[src/rtl/computer_bus_pkg.sv]
// ---------------------------------------------------------------------------
// computer_bus_pkg
//
// Purpose: shared definitions for the Computer's main-memory bus. Holds the
// memory arbiter state encoding and the default bus geometry constants that
// the arbiter, memory array and CPU bus interface all agree on.
//
// Contents:
//   DEF_NUM_REQ     - default number of memory requesters
//   DEF_ADDR_W      - default memory address width
//   DEF_DATA_W      - default memory data width
//   DEF_MEM_LATENCY - default cycles from mem_en to valid read data
//   arb_state_t     - arbiter FSM states
// ---------------------------------------------------------------------------
package computer_bus_pkg;

   localparam int DEF_NUM_REQ     = 3;
   localparam int DEF_ADDR_W      = 16;
   localparam int DEF_DATA_W      = 8;
   localparam int DEF_MEM_LATENCY = 2;

   typedef enum logic [1:0] {
      IDLE  = 2'd0,
      ISSUE = 2'd1,
      WAIT  = 2'd2,
      DONE  = 2'd3
   } arb_state_t;

endpackage : computer_bus_pkg

[src/rtl/rr_pick.sv]
// ---------------------------------------------------------------------------
// rr_pick
//
// Purpose: combinational round-robin picker. Scans the request vector
// starting at position ptr and wrapping modulo NUM_REQ, and reports the
// first set bit.
//
// Ports:
//   req   in  NUM_REQ  request vector
//   ptr   in  IDX_W    scan start position (must be < NUM_REQ)
//   valid out 1        at least one request is set
//   idx   out IDX_W    index of the selected request (0 when !valid)
// ---------------------------------------------------------------------------
module rr_pick #(
   parameter int NUM_REQ = 3,
   parameter int IDX_W   = (NUM_REQ > 1) ? $clog2(NUM_REQ) : 1
) (
   input  logic [NUM_REQ-1:0] req,
   input  logic [IDX_W-1:0]   ptr,
   output logic               valid,
   output logic [IDX_W-1:0]   idx
);

   // One extra bit so ptr + offset cannot overflow before the wrap.
   logic [IDX_W:0]   pos;
   logic [IDX_W-1:0] pos_idx;

   always_comb begin
      valid   = 1'b0;
      idx     = '0;
      pos     = '0;
      pos_idx = '0;
      for (int i = 0; i < NUM_REQ; i++) begin
         pos = {1'b0, ptr} + (IDX_W+1)'(i);
         if (pos >= (IDX_W+1)'(NUM_REQ)) begin
            pos = pos - (IDX_W+1)'(NUM_REQ);
         end
         pos_idx = pos[IDX_W-1:0];
         if (!valid && req[pos_idx]) begin
            valid = 1'b1;
            idx   = pos_idx;
         end
      end
   end

endmodule : rr_pick

[src/rtl/mem_arbiter.sv]
// ---------------------------------------------------------------------------
// mem_arbiter
//
// Purpose: shares the single-port main memory between NUM_REQ requesters
// (CPU, debug loader, video). Round-robin arbitration, one transaction at a
// time, fixed-latency read pipeline, one-cycle ack to the winner.
//
// Ports:
//   clk       in   1               system clock, rising edge
//   rst_n     in   1               asynchronous active-low reset
//   req       in   NUM_REQ         per-requester request level
//   we        in   NUM_REQ         per-requester write enable
//   addr      in   NUM_REQ*ADDR_W  flattened per-requester addresses
//   wdata     in   NUM_REQ*DATA_W  flattened per-requester write data
//   gnt       out  NUM_REQ         one-hot grant, held for the transaction
//   ack       out  NUM_REQ         one-cycle completion pulse
//   rdata     out  DATA_W          last read data, valid in the ack cycle
//   busy      out  1               transaction in flight
//   mem_en    out  1               memory access strobe
//   mem_we    out  1               memory write enable (with mem_en)
//   mem_addr  out  ADDR_W          memory address
//   mem_wdata out  DATA_W          memory write data
//   mem_rdata in   DATA_W          memory read data, MEM_LATENCY after mem_en
//
// Every output is a flop whose next value is computed for the state being
// entered, so outputs line up exactly with the state they belong to.
// ---------------------------------------------------------------------------
module mem_arbiter
   import computer_bus_pkg::*;
#(
   parameter int NUM_REQ     = DEF_NUM_REQ,
   parameter int ADDR_W      = DEF_ADDR_W,
   parameter int DATA_W      = DEF_DATA_W,
   parameter int MEM_LATENCY = DEF_MEM_LATENCY
) (
   input  logic                      clk,
   input  logic                      rst_n,
   input  logic [NUM_REQ-1:0]        req,
   input  logic [NUM_REQ-1:0]        we,
   input  logic [NUM_REQ*ADDR_W-1:0] addr,
   input  logic [NUM_REQ*DATA_W-1:0] wdata,
   output logic [NUM_REQ-1:0]        gnt,
   output logic [NUM_REQ-1:0]        ack,
   output logic [DATA_W-1:0]         rdata,
   output logic                      busy,
   output logic                      mem_en,
   output logic                      mem_we,
   output logic [ADDR_W-1:0]         mem_addr,
   output logic [DATA_W-1:0]         mem_wdata,
   input  logic [DATA_W-1:0]         mem_rdata
);

   localparam int IDX_W = (NUM_REQ > 1) ? $clog2(NUM_REQ) : 1;
   localparam int CNT_W = 4;

   arb_state_t          state_q, state_d;
   logic [IDX_W-1:0]    ptr_q, ptr_d;
   logic [IDX_W-1:0]    win_q, win_d;
   logic                txn_we_q, txn_we_d;
   logic [ADDR_W-1:0]   txn_addr_q, txn_addr_d;
   logic [DATA_W-1:0]   txn_wdata_q, txn_wdata_d;
   logic [CNT_W-1:0]    cnt_q, cnt_d;
   logic [NUM_REQ-1:0]  gnt_q, gnt_d;
   logic [NUM_REQ-1:0]  ack_q, ack_d;
   logic [DATA_W-1:0]   rdata_q, rdata_d;
   logic                busy_q, busy_d;
   logic                mem_en_q, mem_en_d;
   logic                mem_we_q, mem_we_d;
   logic [ADDR_W-1:0]   mem_addr_q, mem_addr_d;
   logic [DATA_W-1:0]   mem_wdata_q, mem_wdata_d;

   logic                pick_valid;
   logic [IDX_W-1:0]    pick_idx;

   rr_pick #(
      .NUM_REQ (NUM_REQ),
      .IDX_W   (IDX_W)
   ) u_rr_pick (
      .req   (req),
      .ptr   (ptr_q),
      .valid (pick_valid),
      .idx   (pick_idx)
   );

   always_comb begin
      state_d     = state_q;
      ptr_d       = ptr_q;
      win_d       = win_q;
      txn_we_d    = txn_we_q;
      txn_addr_d  = txn_addr_q;
      txn_wdata_d = txn_wdata_q;
      cnt_d       = cnt_q;
      gnt_d       = gnt_q;
      ack_d       = '0;
      rdata_d     = rdata_q;
      busy_d      = busy_q;
      mem_en_d    = 1'b0;
      mem_we_d    = 1'b0;
      mem_addr_d  = '0;
      mem_wdata_d = '0;

      case (state_q)
         IDLE: begin
            gnt_d  = '0;
            busy_d = 1'b0;
            if (pick_valid) begin
               win_d       = pick_idx;
               txn_we_d    = we[pick_idx];
               txn_addr_d  = addr[pick_idx*ADDR_W +: ADDR_W];
               txn_wdata_d = wdata[pick_idx*DATA_W +: DATA_W];
               gnt_d       = NUM_REQ'(1) << pick_idx;
               busy_d      = 1'b1;
               // The memory strobe belongs to ISSUE, so it is loaded here.
               mem_en_d    = 1'b1;
               mem_we_d    = we[pick_idx];
               mem_addr_d  = addr[pick_idx*ADDR_W +: ADDR_W];
               mem_wdata_d = wdata[pick_idx*DATA_W +: DATA_W];
               state_d     = ISSUE;
            end
         end

         ISSUE: begin
            // WAIT lasts MEM_LATENCY cycles; its last cycle sees valid data.
            cnt_d   = CNT_W'(MEM_LATENCY - 1);
            state_d = WAIT;
         end

         WAIT: begin
            if (cnt_q == '0) begin
               if (!txn_we_q) begin
                  rdata_d = mem_rdata;
               end
               ack_d   = NUM_REQ'(1) << win_q;
               state_d = DONE;
            end else begin
               cnt_d = cnt_q - CNT_W'(1);
            end
         end

         DONE: begin
            ptr_d   = (win_q == IDX_W'(NUM_REQ - 1)) ? '0 : win_q + IDX_W'(1);
            gnt_d   = '0;
            busy_d  = 1'b0;
            state_d = IDLE;
         end

         default: begin
            state_d = IDLE;
         end
      endcase
   end

   always_ff @(posedge clk or negedge rst_n) begin
      if (!rst_n) begin
         state_q     <= IDLE;
         ptr_q       <= '0;
         win_q       <= '0;
         txn_we_q    <= 1'b0;
         txn_addr_q  <= '0;
         txn_wdata_q <= '0;
         cnt_q       <= '0;
         gnt_q       <= '0;
         ack_q       <= '0;
         rdata_q     <= '0;
         busy_q      <= 1'b0;
         mem_en_q    <= 1'b0;
         mem_we_q    <= 1'b0;
         mem_addr_q  <= '0;
         mem_wdata_q <= '0;
      end else begin
         state_q     <= state_d;
         ptr_q       <= ptr_d;
         win_q       <= win_d;
         txn_we_q    <= txn_we_d;
         txn_addr_q  <= txn_addr_d;
         txn_wdata_q <= txn_wdata_d;
         cnt_q       <= cnt_d;
         gnt_q       <= gnt_d;
         ack_q       <= ack_d;
         rdata_q     <= rdata_d;
         busy_q      <= busy_d;
         mem_en_q    <= mem_en_d;
         mem_we_q    <= mem_we_d;
         mem_addr_q  <= mem_addr_d;
         mem_wdata_q <= mem_wdata_d;
      end
   end

   assign gnt       = gnt_q;
   assign ack       = ack_q;
   assign rdata     = rdata_q;
   assign busy      = busy_q;
   assign mem_en    = mem_en_q;
   assign mem_we    = mem_we_q;
   assign mem_addr  = mem_addr_q;
   assign mem_wdata = mem_wdata_q;

endmodule : mem_arbiter

[config.mk]
export PLATFORM = sky130hd
export DESIGN_NAME = mem_arbiter
export DESIGN_NICKNAME = d
export VERILOG_FILES = /design/src/rtl/computer_bus_pkg.sv /design/src/rtl/rr_pick.sv /design/src/rtl/mem_arbiter.sv
export SDC_FILE = /design/constraint.sdc
export NUM_CORES = 1
export LEC_CHECK = 0
export CAP_MARGIN = 10
export CORE_AREA = 3 3 77 79
export DETAILED_ROUTE_END_ITERATION = 7
export DIE_AREA = 0 0 80 82
export DONT_BUFFER_PORTS = 1
export PLACE_DENSITY = 0.68
export SLEW_MARGIN = 30
export SYNTH_ARGS = -nofsm -noshare
export SYNTH_HDL_FRONTEND = slang
export SYNTH_SLANG_ARGS = --single-unit
[constraint.sdc]
create_clock -name clk -period 3.24 [get_ports clk]
set_clock_uncertainty 0.05 [all_clocks]
set_input_delay 0.486 -clock clk [delete_from_list [all_inputs] [get_ports clk]]
set_output_delay 0.486 -clock clk [all_outputs]
set_load 0.01 [all_outputs]
; ---- Yosys cells after proc, flatten, opt, wreduce, memory -nomap -nowiden
; Index checks and enable logic that the tools add are counted.
[word_totals]
elab_cells = 87
regBits = 52
input_bits = 88
output_inout_bits = 41
[op_classes]
n_addsub = 7
muxes = 36
eq_ne = 7
n_reduce_logical = 12
bitwise = 1
magnitude_cmp = 7
shifts = 4
[op_table]
columns = cell, n
row1 = 48-bit by 7-bit indexed part select with 16-bit output, 1
row2 = 16-bit 2-to-1 mux, 2
row3 = 24-bit by 6-bit indexed part select with 8-bit output, 1
row4 = 2-bit 2-to-1 mux, 9
row5 = 8-bit 2-to-1 mux, 2
row6 = "2-bit by 3-bit less-than comparator with 1-bit output, second input constant", 4
row7 = 1-bit 2-to-1 mux, 11
row8 = 3-bit 2-to-1 mux, 3
row9 = 1-bit binary-select mux with 2-bit select, 4
row10 = 2-bit case mux with 4 select lines, 1
row11 = 4-bit case mux with 2 select lines, 1
row12 = "2-bit equality test, second input constant", 3
row13 = "3-bit by 2-bit >= comparator with 1-bit output, second input constant", 2
row14 = "2-bit inequality test, second input constant", 3
row15 = 3-bit case mux with 2 select lines, 1
row16 = 2-bit AND reduction, 3
row17 = "1-bit by 2-bit left shift with 3-bit output, first input constant", 2
row18 = "2-bit subtractor, second input constant", 3
row19 = 4-bit zero test, 1
row20 = 4-bit 2-to-1 mux, 1
row21 = 2-bit nonzero test, 2
row22 = "4-bit by 1-bit subtractor with 4-bit output, second input constant", 1
row23 = "2-bit by 1-bit adder with 3-bit output, second input constant", 1
row24 = "2-bit by 2-bit adder with 3-bit output, second input constant", 1
row25 = other kinds (9), 11

; ---- Depth between registers and ports, before layout
; Gate-level depths: netlist (run 1).
[depth]
word_depth = 15
ltp_mapped = 10
depth_no_buf = 7

; ---- By module
; Synthesis (run 1) repeated with hierarchy kept, for this count alone.
[hier_totals]
cells_unflattened = 265
hier_area_um2 = 2810.2
[by_module_without_submodules]
columns = mod, area_per_inst_um2, seq_area_each_um2, n_inst, cells_each
row1 = mem_arbiter, 2558.7, 1301.2, 1, 233
row2 = rr_pick, 251.5, 0.0, 1, 32

; ---- Worst setup path before layout (run 1)
; OpenSTA, ideal clock, no wires.
[synth_timing]
path_kind = register to register
from = reg ptr_q[0]
to = reg mem_addr_q[0], in the netlist mem_addr[0]
setup_time_ns = 0.134
required_ns = 3.056
slack_ns = 0.891
synth_period_minus_slack_ns = 2.349
stages_incl_launch_ff = 10
t_arrival_ns = 2.165
n_path_buf = 2
cell_sequence = dfrtp_1 > inv_1 > ha_1 > buf_4 > and4b_1 > a221o_1 > mux2i_4 > buf_12 > mux2i_1 > a211oi_2
[synth_via]
elab_chain_len = 14
elab_cells_between_ends = 30
cone_classes = 5 x add/sub / 3 x order compare / 1 x shift / 17 x mux / 4 x reduce/logical
[synth_rtl]
columns = element, line
row1 = from (decl), mem_arbiter.sv:57  ; logic [IDX_W-1:0] ptr_q, ptr_d;
row2 = from (signal assigned), mem_arbiter.sv:172  ; ptr_q <= ptr_d;
row3 = branches (longest 12 deep; another with 2-bit by 1-bit adder with 3-bit output), n/a
row4 = 16-bit 2-to-1 mux (*), mem_arbiter.sv:106  ; if (pick_valid) begin
row5 = 16-bit 2-to-1 mux (*), mem_arbiter.sv:102  ; case (state_q)
row6 = net mem_addr_d[0], mem_arbiter.sv:69  ; logic [ADDR_W-1:0] mem_addr_q, mem_addr_d;
row7 = to (signal assigned), mem_arbiter.sv:184  ; mem_addr_q <= mem_addr_d;
row8 = to (decl), mem_arbiter.sv:69
; Mark *: on every way through the listed nets, which the timed path passes. The select of a mux whose other input is x is not followed.
; A chain may end at the register's enable or synchronous reset.

; ---- Final worst setup path (run 1)
[layout_timing]
from = reg ptr_q[0]
to = reg mem_addr_q[15], in the netlist mem_addr[15]
; The elaborated chain is that of the path after synthesis.

==> key figures, run 1 <==
Drt
  – WL/cell: 19.2 um
  – Metal2 WL: just over 3000 um
  – Drt via density: ~6.1
  – DR vias: around 1900
  – Antenna violation net count after detailed routing: 0
  – Total Routed Length: between 6000 and 7000 um
  – Met3 routed WL: 434 um
  – DR pass1 iterations: 4
  – Met1 Routed Length: around 2500 um
  – Highest Signal Layer: met4
  – Drt drc: 0
  – Initial DRC Count: 96

Timing
  – Max-slew violation count: 0
  – Final Cycle Share: 84.4%
  – Worst setup margin: ~500 ps
  – Final min period: around 2700 ps
  – Worst-Margin Slew: 563 ps
  – Max Clk Rate: approximately 0.37 GHz
  – Fin. Hold Viols: 0
  – RSZ-0062 raised after global routing: no
  – Setup violators final: 0
  – Slew headroom: 62.3%
  – Minimum hold slack: 291 ps
  – Setup TNS: 0 ps

Synthesis
  – Synth Area in Adders: under 10%
  – Post-synth EDFFs: 0
  – Commonest register cell after synthesis: dfrtp_1
  – Post-Syn Area per Cell: 11.8 sq um
  – Number of synthesized register bits: 52
  – Synth Area in Compound Gates: 20.6%
  – Synthesized Nets: around 340
  – Synth cell types: 46
  – Top-area cell type share of the netlist area: a little under half
  – Mux cell area share after synthesis: ~15%
  – Synth Area in Simple Gates: around 9%
  – Ys async rst share: 100%
  – Warnings, synthesis: 0
  – Main combinational cell family by area after synthesis: compound AO/OA/AOI/OAI gates
  – Post-synthesis cell count: 242
  – Top cells by area, synth: dfrtp_1 (46%), mux2i_1 (9.8%), a211oi_2 (8.8%), a21oi_1 (4.4%), ha_1 (3.9%)
  – Sequential fraction of the synthesis area: between 40% and 50%
  – Post-Synth XOR/XNOR Area: less than 1%
  – Largest area contributor in the netlist: dfrtp_1
  – Mapped cell area: 2850 sq um

Final layout
  – Final nets: between 300 and 400
  – Area Growth Syn to Fin: 6.18%
  – Share of cells above drive strength 1: between 20% and 30%
  – Fill cell count: 461

Worst setup path
  – R2R cell count: 8
  – CP Capture Type: flip-flop
  – RR Startpoint: ptr_q[0]$_DFFE_PN0N_
  – R2R setup slack: just over 500 ps
  – Setup crit start kind: flip-flop
  – Max FO, Critical Path: 19
  – Crit Reg-Reg Endpoint: mem_addr[15]$_DFF_PN0_
  – Critical path type: reg -> reg
  – WP data required: 3360 ps
  – CP Data Arrival Time: about 2900 ps

Global route
  – GRT Util Overall: 17.9%
  – First-pass GRT wire length: just over 9000 um
  – Number of global-route vias before repair: ~1900
  – Largest net degree at the start of global routing: 53
  – Initial antenna violation count: 1
  – GRT overflow: 0

Floorplan
  – Starting Density: a little over half
  – Die height: between 80 and 90 um
  – Core area: 5410 sq um
  – Boundary Pins: ~130
  – Die area: 6560 sq um
  – Site Rows: 27
  – Die width: roughly 80 um

CTS
  – Clock sinks: 52
  – CTS tree: done
  – Clock buffer count from CTS: 5
  – Hold buffers post-CTS: 2
  – Clock Root Buffer: clkbuf_8
  – Clock-pin slew on the worst setup and hold paths: about 90 ps
  – Htree depth: 2
  – Insertion delay to the later sink of the worst-skew pair: 300 ps
  – Resized Gates After CTS: 0
  – Clock Path Buffers: 2
  – Postcts setup bufs: 0

Place
  – Port bufs: 0
  – Setup WS pre-CTS: 518 ps
  – RePlAce Congestion: 0.794
  – DP Wirelength: about 4500 um

Pwr
  – Power Density: approximately 1100 nW/um^2
  – Total power: roughly 0.0032 W
  – P_leak: roughly 1.4 nW
  – Peak VDD IR: 0.405 mV

Hold path
  – Hold Path Class: in -> reg
  – Hold path depth: 1
  – Hold endpoint: rdata[2]$_DFFE_PN0P_
  – Hold_sp: mem_rdata[2]

Run
  – Max Cap Violations: 0

Outcome
  – Status: finished clean
-- synth_stat cells (2+ instances only) --
cell,instances
inv_1,9
buf_4,3
ha_1,9
buf_2,5
and2_1,2
o21ai_0,11
mux2_2,9
and4b_1,2
nand3b_1,2
mux2i_1,28
nor3b_1,4
nand2b_1,7
buf_12,2
mux2i_4,2
dfrtp_1,52
a21oi_1,25
nor3_1,3
clkbuf_1,5
o22a_1,2
nor2_1,5
nor2b_1,2
a211oi_2,20
nand2_1,6
a211oi_1,5
-- worst max-delay path by stage --
stage                                  end                 start  depth (start not counted)  slack, ps
detailed placement  mem_addr[15]$_DFF_PN0_  ptr_q[0]$_DFFE_PN0N_                          8        520
floorplan            mem_addr[0]$_DFF_PN0_  ptr_q[0]$_DFFE_PN0N_                          9        890
finish              mem_addr[15]$_DFF_PN0_  ptr_q[0]$_DFFE_PN0N_                          8        500
CTS                 mem_addr[15]$_DFF_PN0_  ptr_q[0]$_DFFE_PN0N_                          8        500
global route        mem_addr[15]$_DFF_PN0_  ptr_q[0]$_DFFE_PN0N_                          8        340
global placement    mem_addr[15]$_DFF_PN0_  ptr_q[1]$_DFFE_PN0N_                          9        610
-- worst max-delay path, cell delays in order (launching register included) --
cell	delay (ps)
dfrtp_1	390
inv_1	80
ha_1	440
and3b_1	220
a221o_1	320
mux2i_4	410
buf_12	240
mux2i_1	110
a211oi_1	350
-- layout make-up --
| cell class | instances | area, sq um | share of cell area [%] |
|---|---|---|---|
| Sequential cell | 52 | 1300 | 43.0 |
| Timing Repair Buffer | 9 | 103 | 3.39 |
| Antenna cell | 1 | 2.50 | 0.0826 |
| Clock buffer | 7 | 96.3 | 3.18 |
| Tap cell | 72 | 90.1 | 2.97 |
| Multi-Input combinational cell | 165 | 1400 | 46.3 |
| Inverter | 9 | 33.8 | 1.12 |
-- layer usage --
metal / GRT usage, % / vias to the layer above
li1: - / 889
met1: 23.8 / 944
met2: 28.9 / 81
met3: 5.04 / 9
met4: 4.73 / 0
met5: 0 / -
-- logic make-up after synthesis --
kind of cell	Yosys count
muxes	40
xor gates and xnor gates	1
AOI/OAI and AO/OA	74
DFF	52
adders and majority gates	9
buffers and inverters	25
and+or+nand+nor	41
-- power breakdown --
group	switching (W)	leakage [nW]	internal (W)	total, W
logic	0.000972	0.671	0.000772	0.00174
clock network	0.000199	0.0503	0.000191	0.000390
registers	0.000218	0.673	0.000883	0.00110
total	0.00139	1.39	0.00185	0.00323
-- layout by cell type (no fill, tap or decap), types with 3 or more instances in the layout --
master and n:
buf_4 6, clkbuf_8 7, nand2b_1 6, o21ai_0 11
a211oi_1 5, nand2_1 6, dfrtp_1 52, mux2i_1 28
nor2_1 5, nor3_1 3, ha_1 9, mux2_2 9
a211oi_2 20, inv_1 9, nor3b_1 4, a21oi_1 25
-- registers in the layout, summed over array words and instances, names as in the netlist --
signal     flops
mem_addr      16
mem_wdata      8
rdata          8
cnt_q          4
ack            3
gnt            3
ptr_q          2
state_q        2
win_q          2
busy           1
mem_en         1
mem_we         1
txn_we_q       1
-- stage by stage --
stage	cells	util [%]	area, sq um
final	315	56.0	3030
after global routing	315	56.0	3030
after CTS	314	56.0	3030
after detailed placement	305	53.5	2890
after global placement	305	53.5	2890
after floorplan	242	-	2850
(Power assumes the default switching activity.)
==> run 2: changes to the inputs <==
- PLACE_DENSITY: 0.68 -> 0.71
- clock period: 3.24 -> 2.4 ns (I/O delays scaled with it)
==> run 2 against run 1 <==
Utilization up 2.5 points. First-iteration DRC count down 26%. Sequential share of layout area down 1.8 points. Cell count up 2.2%. Via count up 0.47%. Total power up 45%. Critical path type unchanged. Largest cell class unchanged.
==> key figures, run 2 (synthesis gave the netlist of run 1 again) <==
Outcome
  – Status: finished clean

Worst setup path
  – R2R cell count: 8
  – CP Capture Type: flip-flop
  – Critical path type: reg -> reg
  – Setup crit start kind: flip-flop
  – Crit Reg-Reg Endpoint: txn_we_q$_DFFE_PN0P_
  – Max FO, Critical Path: 18
  – RR Startpoint: ptr_q[1]$_DFFE_PN0N_
  – WP data required: 2540 ps
  – CP Data Arrival Time: approximately 2400 ps
  – R2R setup slack: about 120 ps

Hold path
  – Hold endpoint: rdata[6]$_DFFE_PN0P_
  – Hold_sp: mem_rdata[6]
  – Hold path depth: 1
  – Hold Path Class: in -> reg

Drt
  – Drt drc: 0
  – Antenna violation net count after detailed routing: 0
  – DR pass1 iterations: 4
  – Total Routed Length: just over 6000 um
  – Initial DRC Count: 71
  – DR vias: 1932
  – WL/cell: between 15 and 20 um
  – Drt via density: roughly 6.0

Place
  – Port bufs: 0
  – DP Wirelength: ~4500 um
  – RePlAce Congestion: roughly 0.81

Floorplan
  – Boundary Pins: ~130
  – Starting Density: 52.8%
  – Core area: 5410 sq um
  – Site Rows: 27
  – Die area: approximately 6600 sq um
  – Die width: ~80 um
  – Die height: between 80 and 90 um

CTS
  – Insertion delay to the later sink of the worst-skew pair: 300 ps
  – Clock-pin slew on the worst setup and hold paths: ~90 ps
  – Clock Path Buffers: 2
  – Htree depth: 2
  – Clock buffer count from CTS: 5
  – Clock sinks: 52
  – Clock Root Buffer: clkbuf_8
  – CTS tree: done

Run
  – Max Cap Violations: 0

Final layout
  – Share of cells above drive strength 1: about a quarter
  – Max FFs per register: 16
  – Ant. Diodes: 0
  – Commonest non-fill, non-tap cell in the layout: dfrtp_1
  – Final nets: approximately 350
  – Commonest cells after routing, fill and taps aside: dfrtp_1 (52), mux2i_1 (28), a21oi_1 (25)
  – Area Growth Syn to Fin: 10.9%
  – Final Core Density: between 50% and 60%

Pwr
  – Peak VDD IR: 0.850 mV
  – Total power: roughly 0.0047 W
  – P_leak: 1.45 nW
  – Power Density: 1480 nW/um^2

Timing
  – Worst-Margin Slew: between 400 and 500 ps
  – Setup violators final: 0
  – Final Cycle Share: between 90% and 100%
  – Slew headroom: a little over two thirds
  – Final min period: around 2300 ps
  – Max-slew violation count: 0
  – RSZ-0062 raised after global routing: no
  – Max Clk Rate: 0.439 GHz
  – Fin. Hold Viols: 0

Global route
  – Initial antenna violation count: 0
  – First-pass GRT wire length: 9100 um
  – GRT Util Overall: ~18%
  – Largest net degree at the start of global routing: 53
  – Number of global-route vias before repair: about 1800
  – GRT overflow: 0
run 2: metal layers:
layer	track usage (%)	part of all wire (%)
met2	30.0	51
met3	3.84	6.6
met5	0	0
met4	3.55	0.77
met1	23.7	42
run 2: critical path, stage by stage, from the launching register on:
cell and delay (ps):
dfrtp_1 430, inv_1 140, ha_4 200, mux2i_4 310
mux2i_4 140, mux2i_4 220, buf_12 170, and4b_1 240
o41ai_2 280
run 2: worst max-delay path by stage:
| stage | endpoint | from | slack, ps | cells after the start |
|---|---|---|---|---|
| 3_5_place_dp | mem_wdata[0]$_DFF_PN0_ | ptr_q[1]$_DFFE_PN0N_ | -5 | 8 |
| 2_1_floorplan | mem_addr[0]$_DFF_PN0_ | ptr_q[0]$_DFFE_PN0N_ | 50 | 9 |
| 4_1_cts | mem_wdata[0]$_DFF_PN0_ | ptr_q[0]$_DFFE_PN0N_ | 40 | 8 |
| 3_3_place_gp | mem_wdata[0]$_DFF_PN0_ | ptr_q[1]$_DFFE_PN0N_ | 40 | 8 |
| 6_report | txn_we_q$_DFFE_PN0P_ | ptr_q[1]$_DFFE_PN0N_ | 120 | 8 |
| 5_1_grt | mem_wdata[0]$_DFF_PN0_ | ptr_q[1]$_DFFE_PN0N_ | 10 | 8 |
run 2: power breakdown:
group	leakage (nW)	total (W)	switching, W	internal [W]
logic	0.711	0.00257	0.00139	0.00118
clock network	0.0645	0.000636	0.000268	0.000368
registers	0.673	0.00148	0.000291	0.00119
run 2: what timing repair did:
item	4_1_cts	5_1_grt
setup endpoints to repair	3	26
pin swaps	0	1
hold buffers	2	0
gates cloned	0	0
gates resized for setup	3	7
buffers inserted	0	1
endpoints found under the hold margin	52	0
run 2: layout make-up:
type	instances	area, sq um
multi-input combinational	165	1450
inverter	9	33.8
tap	72	90.1
timing repair buffer	16	163
fill	471	2240
sequential	52	1300
clock buffer	7	96.3
clock inverter	1	30.0
run 2: stage by stage:
step	hold slack (ps)	TNS [ps]	cells	area, sq um	worst slack (ps)
floorplan	14.4	0	242	2850	51.4
global placement	15.6	0	311	2940	40.4
detailed placement	15.3	-4.84	311	2940	-4.84
CTS	164	0	321	3110	35.7
global route	157	0	322	3160	13.0
finish	172	0	322	3160	125
==> run 3: changes to the inputs <==
- CORE_AREA: 3 3 77 79 -> 3 3 75 77
- DIE_AREA: 0 0 80 82 -> 0 0 78 80
- PLACE_DENSITY: 0.71 -> 0.78
==> run 3 against run 2 <==
Via count is 3.3% higher. Global-route usage rose by 3.0 points. Fmax is 1.7% lower. Cell count did not move. Setup slack got worse by 39 ps. Register-to-register slack got worse by 40 ps. Wire length rose by 9.3%. Largest power group unchanged. Non-clock buffer count rose by 2. Clock-buffer cell count fell by 2. Design area grew 2.6%.
==> key figures, run 3 (synthesis gave the netlist of run 1 again) <==
Outcome
  – Status: finished clean

Drt
  – Met1 Routed Length: approximately 2600 um
  – Drt via density: between 6 and 7
  – Met3 routed WL: approximately 690 um
  – DR vias: around 2000
  – Metal2 WL: roughly 3300 um
  – Highest Signal Layer: met4
  – Drt drc: 0
  – DR pass1 iterations: 5
  – Total Routed Length: 6680 um
  – WL/cell: just over 20 um
  – Initial DRC Count: around 160
  – Antenna violation net count after detailed routing: 0

CTS
  – Postcts setup bufs: 0
  – Clock buffer count from CTS: 5
  – Insertion delay to the later sink of the worst-skew pair: slightly above 300 ps
  – Htree depth: 2
  – Clock Path Buffers: 2
  – Clock-pin slew on the worst setup and hold paths: around 100 ps
  – CTS tree: done
  – Clock Root Buffer: clkbuf_8
  – Clock sinks: 52

Final layout
  – Commonest cells after routing, fill and taps aside: dfrtp_1 (52), a21oi_1 (25), mux2i_1 (24)
  – Final nets: ~350
  – Share of cells above drive strength 1: between 20% and 30%
  – Reg area: ~1300 sq um
  – Max FFs per register: 16
  – Area of the multi-input gates: between 1000 and 1500 sq um
  – Area Growth Syn to Fin: 13.8%
  – Ant. Diodes: 0
  – Commonest non-fill, non-tap cell in the layout: dfrtp_1
  – Final Core Density: around 64%
  – Fill cell count: between 300 and 400

Pwr
  – Power Density: approximately 1600 nW/um^2
  – Clock Power Share: around 16%
  – P_leak: 1.47 nW
  – Total power: around 0.0050 W
  – Sw frac: between 40% and 50%
  – Peak VDD IR: between 0.6 and 0.7 mV
  – Combinational power share: 54.2%
  – Pint: between 0.003 and 0.004 W
  – Flop pwr share: between 20% and 30%
  – Switch Pwr: 0.00202 W

Worst setup path
  – Setup crit start kind: flip-flop
  – CP Data Arrival Time: 2470 ps
  – Max FO, Critical Path: 12
  – CP Capture Type: flip-flop
  – R2R setup slack: between 80 and 90 ps
  – Critical path type: reg -> reg
  – R2R cell count: 8
  – RR Startpoint: ptr_q[1]$_DFFE_PN0N_
  – WP data required: between 2000 and 3000 ps
  – Crit Reg-Reg Endpoint: mem_wdata[7]$_DFF_PN0_

Floorplan
  – Site Rows: 26
  – Die width: just under 80 um
  – Die height: about 80 um
  – Boundary Pins: 129
  – Starting Density: between 50 and 60%
  – Die area: approximately 6200 sq um
  – Core area: approximately 5100 sq um

Global route
  – GRT Util Overall: 20.7%
  – Largest net degree at the start of global routing: 53
  – GRT overflow: 0
  – First-pass GRT wire length: 10000 um
  – Number of global-route vias before repair: between 2000 and 2500
  – Initial antenna violation count: 0

Hold path
  – Hold Path Class: in -> reg
  – Hold endpoint: rdata[2]$_DFFE_PN0P_
  – Hold path depth: 1
  – Hold_sp: mem_rdata[2]

Timing
  – Max-slew violation count: 0
  – Slew headroom: about 72%
  – Final min period: 2310 ps
  – Setup violators final: 0
  – Fin. Hold Viols: 0
  – Max Clk Rate: approximately 0.43 GHz
  – Minimum hold slack: about 140 ps
  – Setup TNS: 0 ps
  – Worst-Margin Slew: 414 ps
  – RSZ-0062 raised after global routing: yes
  – Final Cycle Share: a little over nine tenths

Place
  – DP Wirelength: roughly 4800 um
  – Port bufs: 0
  – RePlAce Congestion: 0.770

Run
  – Max Cap Violations: 0
## run 3: cell count changes in the layout (fill, tap and decap cells not counted), sizes merged
cell    previous run  this run
buf               15        16
bufinv             1         3
clkbuf             7         6
## run 3: layout make-up
class,count,area share (%)
multi-input combinational,165,44.6
clock buffer,5,2.12
sequential,52,40.1
timing repair buffer,18,6.67
inverter,9,1.04
clock inverter,3,2.78
tap,70,2.70
## run 3: per-stage QoR
stage               cell area (sq um)  cells  worst slack, ps
finish                           3250    322             85.3
global route                     3250    322            -18.6
CTS                              3170    321             34.0
detailed placement               2970    311             64.0
global placement                 2970    311              165
floorplan                        2850    242             51.4
## run 3: worst max-delay path by stage
stage                     slack [ps]                 start                endpoint
after global routing             -20  ptr_q[0]$_DFFE_PN0N_   mem_addr[1]$_DFF_PN0_
after CTS                         30  ptr_q[0]$_DFFE_PN0N_  mem_wdata[7]$_DFF_PN0_
final                             90  ptr_q[1]$_DFFE_PN0N_  mem_wdata[7]$_DFF_PN0_
after floorplan                   50  ptr_q[0]$_DFFE_PN0N_   mem_addr[0]$_DFF_PN0_
after detailed placement          60  ptr_q[0]$_DFFE_PN0N_  mem_wdata[7]$_DFF_PN0_
after global placement           160  ptr_q[0]$_DFFE_PN0N_    txn_we_q$_DFFE_PN0P_
## run 3: worst max-delay path: stages (launching register included)
cell and delay (ps):
dfrtp_1 410, inv_1 90, ha_2 230, mux2i_4 220, mux2i_4 240, mux2i_4 410
buf_12 200, mux2i_1 90, a211oi_1 270
## run 3: power groups by stage
| stage | clock [W] | combinational [W] | sequential, W |
|---|---|---|---|
| 3_3_place_gp | 0 | 0.00246 | 0.00150 |
| 3_5_place_dp | 0 | 0.00252 | 0.00151 |
| 2_1_floorplan | 0 | 0.00205 | 0.00144 |
| 4_1_cts | 0.000830 | 0.00256 | 0.00150 |
| 6_report | 0.000817 | 0.00273 | 0.00150 |
| 5_1_grt | 0.000874 | 0.00298 | 0.00153 |
## run 3: what timing repair did
action,in CTS,in global routing
setup endpoints to repair,0,31
hold endpoints to repair,52,0
hold buffers,2,0
resized for setup,0,12
## run 3: metal layers
metal	track usage, %	vias to the layer above
met5	0	-
met3	6.77	8
met4	8.04	0
li1	-	914
met2	34.2	102
met1	25.1	972
